`src/rtl/rv32_wb_pkg.sv`:
```
// rtl/rv32_wb_pkg.sv - shared types and constants for the writeback stage
package rv32_wb_pkg;

  localparam int XLEN   = 32;
  localparam int NREG   = 32;
  localparam int REG_AW = $clog2(NREG);

  // One pending register-file write: destination and value
  typedef struct packed {
    logic [REG_AW-1:0] rd;
    logic [XLEN-1:0]   data;
  } wb_req_t;

  // Which path produced the write currently held in the output register
  typedef enum logic {
    WB_SRC_ALU,
    WB_SRC_FIFO
  } wb_src_e;

endpackage

```
`src/rtl/wb_fifo.sv`:
```
// rtl/wb_fifo.sv - load-result buffer holding wb_req_t entries
module wb_fifo
  import rv32_wb_pkg::*;
#(
  parameter int DEPTH = 4,
  parameter int CW    = $clog2(DEPTH) + 1
) (
  input  logic          clk,
  input  logic          rst,
  input  logic          i_push,
  input  wb_req_t       i_push_data,
  input  logic          i_pop,
  output wb_req_t       o_pop_data,
  output logic          o_full,
  output logic          o_empty,
  output logic [CW-1:0] o_count
);

  localparam int AW = $clog2(DEPTH);

  wb_req_t       r_mem [DEPTH];
  logic [AW-1:0] r_wr_ptr;
  logic [AW-1:0] r_rd_ptr;
  logic [CW-1:0] r_count;
  logic          w_push;
  logic          w_pop;

  // Guard against overflow/underflow so callers can't corrupt the pointers
  assign w_push = i_push && !o_full;
  assign w_pop  = i_pop && !o_empty;

  assign o_full     = (r_count == CW'(DEPTH));
  assign o_empty    = (r_count == '0);
  assign o_count    = r_count;
  assign o_pop_data = r_mem[r_rd_ptr];

  // Storage array; contents need no reset since count gates visibility
  always_ff @(posedge clk) begin
    if (w_push) begin
      r_mem[r_wr_ptr] <= i_push_data;
    end
  end

  // Pointers wrap naturally (DEPTH is a power of two); count disambiguates full/empty
  always_ff @(posedge clk or posedge rst) begin
    if (rst) begin
      r_wr_ptr <= '0;
      r_rd_ptr <= '0;
      r_count  <= '0;
    end else begin
      if (w_push) r_wr_ptr <= r_wr_ptr + 1'b1;
      if (w_pop)  r_rd_ptr <= r_rd_ptr + 1'b1;
      case ({w_push, w_pop})
        2'b10:   r_count <= r_count + 1'b1;
        2'b01:   r_count <= r_count - 1'b1;
        default: r_count <= r_count;
      endcase
    end
  end

endmodule

```
`src/rtl/regfile_wb_ctrl.sv`:
```
// rtl/regfile_wb_ctrl.sv - writeback arbiter, output register and load scoreboard
module regfile_wb_ctrl
  import rv32_wb_pkg::*;
#(
  parameter int FIFO_DEPTH = 4
) (
  input  logic                        clk,
  input  logic                        reset,
  input  logic                        alu_valid,
  input  logic [REG_AW-1:0]           alu_rd,
  input  logic [XLEN-1:0]             alu_data,
  input  logic                        mem_valid,
  output logic                        mem_ready,
  input  logic [REG_AW-1:0]           mem_rd,
  input  logic [XLEN-1:0]             mem_data,
  input  logic                        issue_valid,
  input  logic [REG_AW-1:0]           issue_rd,
  output logic                        RegWrite,
  output logic [REG_AW-1:0]           Rd,
  output logic [XLEN-1:0]             Write_data,
  output logic [NREG-1:0]             pending,
  output logic [$clog2(FIFO_DEPTH):0] fifo_count
);

  localparam int CW = $clog2(FIFO_DEPTH) + 1;

  logic              r_regwrite;
  logic [REG_AW-1:0] r_rd;
  logic [XLEN-1:0]   r_wdata;
  wb_src_e           r_src;
  logic [NREG-1:0]   r_pending;

  logic              w_alu_win;
  logic              w_push;
  logic              w_pop;
  logic              w_full;
  logic              w_empty;
  logic [CW-1:0]     w_count;
  wb_req_t           w_push_req;
  wb_req_t           w_head;
  logic [NREG-1:0]   w_set_mask;
  logic [NREG-1:0]   w_clr_mask;
  logic [NREG-1:0]   w_pending_nxt;

  // A write to x0 from the ALU is a no-op and must not steal the slot from the FIFO
  assign w_alu_win = alu_valid && (alu_rd != '0);

  // Ready only looks at current occupancy: a same-cycle pop does not free a slot early
  assign mem_ready  = !reset && !w_full;
  assign w_push     = mem_valid && mem_ready && (mem_rd != '0);
  assign w_pop      = !w_alu_win && !w_empty;
  assign w_push_req = '{rd: mem_rd, data: mem_data};

  wb_fifo #(
    .DEPTH (FIFO_DEPTH),
    .CW    (CW)
  ) u_fifo (
    .clk         (clk),
    .rst         (reset),
    .i_push      (w_push),
    .i_push_data (w_push_req),
    .i_pop       (w_pop),
    .o_pop_data  (w_head),
    .o_full      (w_full),
    .o_empty     (w_empty),
    .o_count     (w_count)
  );

  // Output register: ALU first, then FIFO head; Rd/data hold when idle
  always_ff @(posedge clk or posedge reset) begin
    if (reset) begin
      r_regwrite <= 1'b0;
      r_rd       <= '0;
      r_wdata    <= '0;
      r_src      <= WB_SRC_ALU;
    end else if (w_alu_win) begin
      r_regwrite <= 1'b1;
      r_rd       <= alu_rd;
      r_wdata    <= alu_data;
      r_src      <= WB_SRC_ALU;
    end else if (w_pop) begin
      r_regwrite <= 1'b1;
      r_rd       <= w_head.rd;
      r_wdata    <= w_head.data;
      r_src      <= WB_SRC_FIFO;
    end else begin
      r_regwrite <= 1'b0;
    end
  end

  // Scoreboard update: a load clears its bit as the reg file captures it; a new issue wins
  always_comb begin
    w_set_mask = '0;
    w_clr_mask = '0;
    if (issue_valid && (issue_rd != '0)) begin
      w_set_mask[issue_rd] = 1'b1;
    end
    if (r_regwrite && (r_src == WB_SRC_FIFO)) begin
      w_clr_mask[r_rd] = 1'b1;
    end
    w_pending_nxt    = (r_pending & ~w_clr_mask) | w_set_mask;
    w_pending_nxt[0] = 1'b0;
  end

  // Scoreboard register
  always_ff @(posedge clk or posedge reset) begin
    if (reset) begin
      r_pending <= '0;
    end else begin
      r_pending <= w_pending_nxt;
    end
  end

  // An ALU result targeting a register still awaiting a load means decode failed to stall
  a_no_alu_to_pending : assert property (
    @(posedge clk) disable iff (reset)
      w_alu_win |-> !r_pending[alu_rd]
  );

  assign RegWrite   = r_regwrite;
  assign Rd         = r_rd;
  assign Write_data = r_wdata;
  assign pending    = r_pending;
  assign fifo_count = w_count;

endmodule
```
`config.mk`:
```
export PLATFORM = sky130hd
export DESIGN_NAME = regfile_wb_ctrl
export DESIGN_NICKNAME = d
export VERILOG_FILES = /design/src/rtl/rv32_wb_pkg.sv /design/src/rtl/wb_fifo.sv /design/src/rtl/regfile_wb_ctrl.sv
export SDC_FILE = /design/constraint.sdc
export NUM_CORES = 1
export LEC_CHECK = 0
export ABC_AREA = 1
export CAP_MARGIN = 25
export CORE_MARGIN = 3
export CORE_UTILIZATION = 54
export DETAILED_ROUTE_END_ITERATION = 7
export PLACE_DENSITY = 0.8
export SKIP_CTS_REPAIR_TIMING = 1
export SYNTH_ARGS = -nofsm -noshare
export SYNTH_HDL_FRONTEND = slang
export SYNTH_HIERARCHICAL = 1
export SYNTH_SLANG_ARGS = --single-unit
```
`constraint.sdc`:
```
create_clock -name clk -period 3.8 [get_ports clk]
set_input_delay 0.57 -clock clk [delete_from_list [all_inputs] [get_ports clk]]
set_output_delay 0.57 -clock clk [all_outputs]
set_load 0.005 [all_outputs]
```
**Yosys cells after proc, flatten, opt, wreduce, memory -nomap -nowiden**

Memory sizes are Yosys's and may differ from the RTL's.
Index checks and enable logic that the tools add are counted.

- $add $sub $neg: 4
- Multiply operators: 0
- Divide/modulo/power cells: 0
- Magnitude comparators: 4
- Eq/ne operators: 3
- Shifts and indexed selects: 0
- Muxes and demuxes: 17
- Bitwise operators: 3
- Reduce and logical (&&, ||, !) cells: 21

Operators by type and width:

| cell | number |
|---|---|
| 32-bit two-way mux | 4 |
| 32-bit bitwise AND | 1 |
| 32-bit inverter | 1 |
| 32-bit bitwise OR | 1 |
| 5-bit nonzero test | 3 |
| 5-bit by 6-bit less-than comparator with 1-bit output, second input constant | 2 |
| 1-bit logical AND | 11 |
| 1-bit demux with 5-bit select | 2 |
| 5-bit by 1-bit greater-or-equal comparator with 1-bit output, second input constant | 2 |
| 5-bit two-way mux | 2 |
| 1-bit two-way mux | 8 |
| 3-bit one-hot mux with 2 select lines | 1 |
| 2-bit by 1-bit adder with 2-bit output, second input constant | 2 |
| 1-bit zero test | 4 |
| 2-bit nonzero test | 2 |
| 3-bit by 1-bit adder with 3-bit output, second input constant | 1 |
| 3-bit equality test, second input constant | 1 |
| 3-bit zero test | 1 |
| 3-bit by 1-bit subtractor with 3-bit output, second input constant | 1 |
| 2-bit by 1-bit equality test with 1-bit output, second input constant | 1 |
| 2-bit equality test, second input constant | 1 |

- Flip-flop bits (word level): 77
- Bits in latches: 0
- Memory bits (writable): 148
- Bits in read-only memories: 0
- Bits of input ports: 84
- Output and inout port bits: 74
- Word-level logic and storage cells: 61
- Memories: 1

Memory list:

| name | depth | width | read ports | clocked after memory_dff | write ports | line | RTL |
|---|---|---|---|---|---|---|---|
| u_fifo.r_mem | 4 | 37 | 1 | 0 | 1 | wb_fifo.sv:21 | `wb_req_t r_mem [DEPTH];` |

**Logic depth before layout (Yosys ltp)**

Gate-level depths: netlist (run 1).

- Depth in word-level cells: 8
- Gate-level depth with buffers: 16

**By module**

Netlist (run 1), hierarchy kept.

Modules (own cells, without submodules):

| module | times used | cells an instance | area each (µm²) |
|---|---|---|---|
| wb_fifo | 1 | 494 | 6348.6 |
| regfile_wb_ctrl | 1 | 374 | 3472.1 |

**Least setup slack after synthesis (run 1)**

No wires, ideal clock.

- Path type: register to register
- From: register u_fifo.r_count[0], in the netlist u_fifo/o_count[0]
- To: memory u_fifo/r_mem[0][0] in the netlist's numbering (enable)
- Setup time: 0.431 ns
- Data arrival time: 2.654 ns
- Data required time: 3.369 ns
- Setup slack: 0.714 ns
- Stages on the path, launching flop included: 9
- Buffers on the path: 0
- Cells stage by stage: dfrtp_1 -> inv_1 -> nand3_1 -> inv_1 -> nor2_1 -> nand3_1 -> inv_1 -> nand2_1 -> nor2_1

- Word-level cells in the longest chain between the ends: 8

RTL lines:

| element | line | RTL |
|---|---|---|
| start, declared | wb_fifo.sv:24 | `logic [CW-1:0] r_count;` |
| start signal, assigned | wb_fifo.sv:54 | `2'b10: r_count <= r_count + 1'b1;` |
| start signal, assigned | wb_fifo.sv:55 | `2'b01: r_count <= r_count - 1'b1;` |
| start signal, assigned | wb_fifo.sv:56 | `default: r_count <= r_count;` |
| 3-bit equality test | wb_fifo.sv:32 | `assign o_full = (r_count == CW'(DEPTH));` |
| net w_full | regfile_wb_ctrl.sv:36 | `logic w_full;` |
| 1-bit zero test | regfile_wb_ctrl.sv:49 | `assign mem_ready = !reset && !w_full;` |
| 1-bit logical AND | regfile_wb_ctrl.sv:49 |  |
| net mem_ready | regfile_wb_ctrl.sv:13 | `output logic mem_ready,` |
| 1-bit logical AND (2 in a row) | regfile_wb_ctrl.sv:50 | `assign w_push = mem_valid && mem_ready && (mem_rd != '0);` |
| net w_push | regfile_wb_ctrl.sv:34 | `logic w_push;` |
| 1-bit logical AND | wb_fifo.sv:29 | `assign w_push = i_push && !o_full;` |
| 1-bit two-way mux | wb_fifo.sv:39 | `if (w_push) begin` |
| 1-bit two-way mux (implied by the code) | wb_fifo.sv:40 | `r_mem[r_wr_ptr] <= i_push_data;` |
| end, declared | wb_fifo.sv:21 |  |

The timed path passes the listed nets, and every way through them passes these cells.

**Final worst setup path (run 1)**

- From: input mem_rd[3]
- To: register u_fifo.r_count[2], in the netlist u_fifo/o_count[2]

- Word-level cells in the longest chain between the ends: 5
- Elaborated cells between the ends (all ways): 7
- Classes of those cells: eq/ne (2); mux (1); reduce/logical (4)

RTL lines:

| element | line | RTL |
|---|---|---|
| start, declared | regfile_wb_ctrl.sv:14 | `input logic [REG_AW-1:0] mem_rd,` |
| 5-bit nonzero test (*) | regfile_wb_ctrl.sv:50 |  |
| 1-bit logical AND (*) | regfile_wb_ctrl.sv:50 |  |
| net w_push | regfile_wb_ctrl.sv:34 |  |
| 1-bit logical AND (*) | wb_fifo.sv:29 |  |
| 2-bit by 1-bit equality test with 1-bit output or 2-bit equality test (tied branches) | wb_fifo.sv:53 | `case ({w_push, w_pop})` |
| 3-bit one-hot mux with 2 select lines or 2-bit nonzero test (tied branches) | -- |  |

Mark *: on every way through the listed nets, which the timed path passes. The rest lies on a longest branch.
A chain may end at the register's enable or synchronous reset.

==> results of run 1 <==
layer usage:
layer / global-route usage (%) / vias to the layer above / share of wire (%)
met4: 6.63 / 0 / 2.1
met5: 0 / - / 0
met1: 31.7 / 3276 / 42
met3: 3.36 / 35 / 7.5
met2: 36.6 / 314 / 48
li1: - / 3318 / -
worst register-to-register path, delay by kind of cell (launching register included):
kind | cells | cell delay [ns]
flops | 1 | 0.41
fa+ha+maj | 2 | 0.63
buf+inv | 4 | 0.34
simple gates | 8 | 0.95
worst max path at each step:
| stage | endpoint | slack (ns) |
|---|---|---|
| after floorplan | u_fifo/r_mem[0][0]$_DFFE_PP_ | 0.71 |
| after global placement | u_fifo/o_count[2]$_DFFE_PP0P_ | 0.78 |
| after detailed placement | u_fifo/o_count[2]$_DFFE_PP0P_ | 0.72 |
| after CTS | u_fifo/o_count[2]$_DFFE_PP0P_ | 1.23 |
| after global routing | u_fifo/o_count[2]$_DFFE_PP0P_ | 1.00 |
| final | u_fifo/o_count[2]$_DFFE_PP0P_ | 1.23 |
area by class of cell:
type	instances	area (sq um)	share of cell area (%)
clock inverters	12	86.3	0.711
repair buffers	170	1720	14.1
multi-input cells	481	2670	22.0
clock buffers	25	583	4.80
inverters	116	438	3.60
flip-flops and latches	225	6370	52.4
well taps	225	282	2.32
kinds of logic (layout without fill, tap and decap cells):
kind of cell    Yosys count  in the layout  share of synthesized area [%]
simple gates            336            336                           17.1
flops                   225            225                           64.9
buf+inv                 162            323                           8.23
compound gates          137            137                           8.87
fa+ha+maj                 6              6                          0.841
other cells               1              1                         0.0382
xor+xnor                  1              1                         0.0892
synth_stat cells:
cell	n	share of area (%)
sky130_fd_sc_hd__ha_1	5	0.64
sky130_fd_sc_hd__nand3_1	122	6.2
sky130_fd_sc_hd__nor2_2	2	0.13
sky130_fd_sc_hd__nand4_1	1	0.064
sky130_fd_sc_hd__dfrtp_1	77	20
sky130_fd_sc_hd__clkbuf_1	10	0.38
sky130_fd_sc_hd__fa_1	1	0.20
sky130_fd_sc_hd__buf_2	17	0.87
sky130_fd_sc_hd__nand2_1	152	5.8
sky130_fd_sc_hd__buf_12	5	1.0
sky130_fd_sc_hd__inv_1	110	4.2
sky130_fd_sc_hd__o21ai_0	36	1.8
sky130_fd_sc_hd__nand3_4	1	0.18
sky130_fd_sc_hd__xnor2_1	1	0.089
sky130_fd_sc_hd__conb_1	1	0.038
sky130_fd_sc_hd__inv_2	6	0.23
sky130_fd_sc_hd__buf_6	12	1.4
sky130_fd_sc_hd__o211ai_1	74	5.7
sky130_fd_sc_hd__nor3_1	1	0.051
sky130_fd_sc_hd__nand2_4	1	0.11
sky130_fd_sc_hd__o21ai_1	27	1.4
sky130_fd_sc_hd__nand3_2	37	3.8
sky130_fd_sc_hd__buf_4	2	0.15
sky130_fd_sc_hd__nor2_1	19	0.73
sky130_fd_sc_hd__edfxtp_1	148	45
through the flow:
stage,utilization [%],setup slack (ns),power [W]
after CTS,69.3,1.23,0.00860
final,69.3,1.23,0.00857
after global placement,65.5,0.777,0.00647
after detailed placement,65.5,0.717,0.00657
after global routing,69.3,1.00,0.00907
after floorplan,-,0.714,0.00527
placed cells by master, fill, tap and decap left out, drive strengths merged, types with 3 or more instances in the layout:
cell type,Yosys,final
edfxtp,148,148
o21ai,63,63
inv,116,116
ha,5,5
o211ai,74,74
clkbuf,10,25
buf,36,14
clkinv,0,8
nand2,153,153
nor2,21,21
nand3,160,160
clkinvlp,0,3
dfrtp,77,77
clkdlybuf4s50,0,156
power breakdown:
| part | switching, W | internal, W |
|---|---|---|
| logic | 0.00176 | 0.00132 |
| clock network | 0.000863 | 0.00116 |
| registers | 0.000310 | 0.00316 |
state kept, by name, indices dropped and copies added (netlist names):
name             cells
Rd                   5
RegWrite             1
Write_data          32
pending             31
r_src                1
u_fifo/o_count       3
u_fifo/r_mem       148
u_fifo/r_rd_ptr      2
u_fifo/r_wr_ptr      2
==> PnR_summary.wiki, run 1 <==
{| class="wikitable"
! Metric !! Value
|-
| Number of endpoints failing setup at the final stage || 0
|-
| Net count reported at finish || 1106
|-
| Global-route wire length before repair || ~35000 microns
|-
| Clock buffer depth || 3
|-
| Maximum fanout count along the critical path || 7
|-
| HPWL after detailed placement || around 15000 microns
|-
| Violation count after the first detailed-routing iteration || roughly 700
|-
| Type of the worst min-delay path || input pin to asynchronous set/reset pin
|-
| Slowest Stage Delay on Critical Path || 0.47 ns
|-
| CP Buf/Inv Count || 3
|-
| Register bit total from synthesis || approximately 230
|-
| Pin count of the biggest net entering global routing || 87
|-
| Count of max-cap constraint violations || 0
|-
| Logic depth of the worst path, buffers included || 13
|-
| Critical path's top delay family || simple AND/OR/NAND/NOR gates
|-
| Total standard cell area after synthesis || between 9000 and 10000 sq um
|-
| Number of distinct standard cells referenced by the synthesized netlist || 25
|-
| Launching element of the worst setup path || mem_rd[3]
|-
| Initial antenna violation count || 0
|-
| Total die area || around 20000 sq um
|-
| Die height || between 100 and 150 microns
|-
| Critical setup path kind || input pin to flop
|-
| H-tree depth || 1
|-
| Pre-Repair DR Iteration Count || 5
|-
| Worst IR Drop VDD || just under 0.6 mV
|-
| LEAKAGE || around 4.8 nW
|-
| Register-to-register setup slack || approximately 1.4 ns
|-
| Starting utilization of the core area || 56.0%
|-
| Antenna Violating Nets Remaining || 0
|-
| Tmin final || between 2 and 3 ns
|-
| Worst R2R Path Depth || 14
|-
| Endpoint of the lowest-slack register-to-register path || u_fifo/o_count[2]$_DFFE_PP0P_
|-
| Worst Hold Slack || 0.397 ns
|-
| Most repeated library cell on the critical path || sky130_fd_sc_hd__nand2_1
|-
| Detailed-route wire length || 22600 microns
|-
| Global route overflow || 0
|-
| Required time of the worst setup path || between 4 and 5 ns
|-
| Number of global-route vias before repair || roughly 6.6k
|-
| Sinks on the clock net || 225
|-
| Growth of design area from synthesis to finish || 23.7%
|-
| Post-Place Cell Area || 11500 sq um
|-
| Number of placed cells counting well taps || approximately 1.2k
|-
| YS warnings || 6
|-
| Total vias in the final route || between 6k and 7k
|-
| Total core area || between 15000 and 20000 sq um
|-
| Average cell area after synthesis || ~11 sq um
|-
| Placer's final routability congestion estimate || roughly 0.86
|-
| Clk_lat worst skew || 0.50 ns
|-
| Fraction of final layout cells sized beyond drive strength 1 || under 10%
|-
| Gate count after technology mapping || between 800 and 900
|-
| Worst-Margin Slew || roughly 0.94 ns
|-
| CP startpoint kind || input pin
|-
| Max-slew headroom at the worst pin || a little under two fifths
|-
| Final hold vios || 0
|-
| DRC viols || 0
|-
| Number of pins exceeding their max-slew limit in the final report || 0
|-
| Clock slew at reported path FFs || 0.06 ns
|-
| Period utilization || approximately two thirds
|-
| Number of vias per cell after detailed routing || roughly 5.5
|-
| Post-Synthesis Net Count || roughly 960
|-
| Cell Pwr Density || around 700 nW/um^2
|-
| Total CTS buffers || 22
|-
| Count of buffers from port buffering || approximately 160
|-
| TritonCTS clock tree || built
|-
| Fin Clk Skew || between 0.007 and 0.008 ns
|-
| Run status || completed
|-
| Ant. Diodes || 0
|-
| Timing-limited maximum frequency || 388 MHz
|-
| Post-layout instance area || around 12000 sq um
|-
| Unrepaired setup endpoints after global routing || no
|-
| # rows || 48
|-
| Width of the die || between 100 and 150 microns
|-
| Top-level port count || 158
|-
| Root buffer cell || sky130_fd_sc_hd__clkbuf_16
|-
| Slowest stage cell on the critical path || sky130_fd_sc_hd__clkdlybuf4s50_1
|-
| Sequential share of the synthesized area || roughly 65%
|-
| Endpoint type of the worst setup path || flop
|-
| Beginning of the worst register-to-register path || u_fifo/o_count[0]$_DFFE_PP0P_
|-
| Final routed wire length divided by cell count || 18.0 microns
|-
| Non-Filler Instances || 1254
|-
| Global-route usage over all layers || between 20% and 30%
|-
| Endpoint arrival time on the critical path || a little under 3 ns
|-
| Fillers || 1231
|-
| Sum of negative setup slack || 0 ns
|-
| Cell-by-cell listing of the critical path || clkdlybuf4s50_1, nor3_1, nand2_1, nand3_1, inv_1, nand2_1, ha_1, inv_1, fa_1, nand2_1, nand3_1, nand2_1, nand2_1
|}
No activity file was read; power rests on OpenSTA's default activity.
==> inputs of run 2 (changes only) <==
==> constraint.sdc (replaced) <==
create_clock -name clk -period 2.38 [get_ports clk]
set_input_delay 0.357 -clock clk [delete_from_list [all_inputs] [get_ports clk]]
set_output_delay 0.357 -clock clk [all_outputs]
set_load 0.005 [all_outputs]
==> PnR_summary.wiki, run 2 (synthesized netlist as in run 1, its figures left out) <==
{| class="wikitable"
! Metric !! Value
|-
| Number of placed cells counting well taps || 1237
|-
| Total die area || 19800 sq um
|-
| Most repeated library cell on the critical path || sky130_fd_sc_hd__inv_1
|-
| Clock buffer depth || 3
|-
| Growth of design area from synthesis to finish || 26.7%
|-
| Final routed wire length divided by cell count || roughly 18 microns
|-
| Slowest stage cell on the critical path || sky130_fd_sc_hd__clkdlybuf4s50_1
|-
| Sinks on the clock net || 225
|-
| Biggest register || u_fifo/r_mem
|-
| Ant. Diodes || 0
|-
| LEAKAGE || between 5 and 6 nW
|-
| Final hold vios || 0
|-
| Count of max-cap constraint violations || 0
|-
| Number of vias per cell after detailed routing || around 5.5
|-
| H-tree depth || 1
|-
| Timing-limited maximum frequency || ~460 MHz
|-
| Fin Clk Skew || approximately 0.011 ns
|-
| Starting utilization of the core area || 56.0%
|-
| TritonCTS clock tree || built
|-
| Setup ws final || roughly 0.21 ns
|-
| HPWL after detailed placement || 16100 microns
|-
| Endpoint type of the worst setup path || output port
|-
| Clk_lat worst skew || 0.50 ns
|-
| Most frequent cells in the layout || 156 x sky130_fd_sc_hd__clkdlybuf4s50_1, 152 x sky130_fd_sc_hd__nand2_1, 148 x sky130_fd_sc_hd__edfxtp_1, 121 x sky130_fd_sc_hd__nand3_1, 107 x sky130_fd_sc_hd__inv_1
|-
| Max-slew headroom at the worst pin || between 60% and 70%
|-
| Net count reported at finish || 1127
|-
| Unrepaired setup endpoints after global routing || no
|-
| Worst IR Drop VDD || between 0.9 and 1 mV
|-
| Total vias in the final route || 7037
|-
| Tmin final || approximately 2.2 ns
|-
| Root buffer cell || sky130_fd_sc_hd__clkbuf_16
|-
| Die height || 141 microns
|-
| Number of global-route vias before repair || 6806
|-
| Number of endpoints failing setup at the final stage || 0
|-
| Pre-Repair DR Iteration Count || 5
|-
| Cell-by-cell listing of the critical path || inv_1, nand3_2, inv_1, nor2_1, clkdlybuf4s50_1
|-
| Placer's final routability congestion estimate || 0.894
|-
| Type of the worst min-delay path || input pin to asynchronous set/reset pin
|-
| Most frequent standard cell in the layout excluding fill and tap cells || sky130_fd_sc_hd__clkdlybuf4s50_1
|-
| Maximum fanout count along the critical path || 4
|-
| Non-Filler Instances || 1279
|-
| Total core area || ~18000 sq um
|-
| Violation count after the first detailed-routing iteration || ~480
|-
| Period utilization || approximately nine tenths
|-
| Pre-CTS setup slack || -0.0690 ns
|-
| Endpoint arrival time on the critical path || 1.81 ns
|-
| Final Core Density || between 70% and 80%
|-
| CP startpoint kind || flop
|-
| DRC viols || 0
|-
| Worst Hold Slack || between 0.1 and 0.15 ns
|-
| Critical setup path kind || flop to output port
|-
| Width of the die || around 140 microns
|-
| Worst-Margin Slew || roughly 0.60 ns
|-
| Clock slew at reported path FFs || about 0.060 ns
|-
| Initial antenna violation count || 1
|-
| Global route overflow || 0
|-
| # rows || 48
|-
| Sum of negative setup slack || 0 ns
|-
| Number of pins exceeding their max-slew limit in the final report || 0
|-
| Count of buffers from port buffering || approximately 160
|-
| Global-route usage over all layers || a little under a quarter
|-
| Slowest Stage Delay on Critical Path || approximately 0.52 ns
|-
| Cell Pwr Density || roughly 1100 nW/um^2
|-
| Total CTS buffers || 23
|-
| Number of flip-flops under the largest register name || between 100 and 150
|-
| Top-level port count || between 150 and 200
|-
| Run status || completed
|-
| Global-route wire length before repair || 36700 microns
|-
| Antenna Violating Nets Remaining || 0
|-
| Required time of the worst setup path || a little over 2 ns
|-
| Fraction of final layout cells sized beyond drive strength 1 || between 10 and 15%
|-
| Pin count of the biggest net entering global routing || 74
|-
| Detailed-route wire length || 23200 microns
|-
| Fillers || ~1.2k
|}
## run 2: layer usage
layer,GRT usage (%),part of all wire (%)
met1,31.7,41
met2,39.8,50
met3,3.29,7.9
met4,5.20,1.6
met5,0,0.034
## run 2: path summary, 6_finish.rpt
path,end,slack [ns],from,cells after the start
max,mem_ready,0.21,u_fifo/o_count[1]$_DFFE_PP0P_,5
min,Write_data[30]$_DFFE_PP0P_,0.13,reset,2
max reg2reg,Write_data[19]$_DFFE_PP0P_,0.26,u_fifo/o_count[1]$_DFFE_PP0P_,8
min reg2reg,pending[7]$_DFF_PP0_,0.51,pending[7]$_DFF_PP0_,2
max in group asynchronous,Write_data[14]$_DFFE_PP0P_,1.72,reset,3
min in group clk,Write_data[9]$_DFFE_PP0P_,0.42,alu_data[9],3
## run 2: final cells by class
class	count	area, sq um	share of cell area (%)
Clock inverter	18	169	1.36
Clock buffer	24	579	4.66
Inverter	116	438	3.52
Tap cell	225	282	2.26
Multi-Input combinational cell	481	2680	21.5
Sequential cell	225	6370	51.2
Timing Repair Buffer	190	1930	15.5
## run 2: power by group
part	switching, W	leakage [nW]	internal (W)
logic	0.00283	2.42	0.00223
clock network	0.00144	0.370	0.00210
registers	0.000512	2.22	0.00504
## run 2: worst max-delay path: cells and delay by family, from the launching register on
kind,cells,cell delay [ns]
buffers and inverters,3,0.67
flip-flops,1,0.38
AND/OR/NAND/NOR,2,0.25
## run 2: stage by stage
| stage | cell area [sq um] | power [W] |
|---|---|---|
| floorplan | 9830 | 0.00842 |
| global placement | 11700 | 0.0105 |
| detailed placement | 11700 | 0.0107 |
| CTS | 12400 | 0.0142 |
| global route | 12400 | 0.0150 |
| finish | 12400 | 0.0142 |
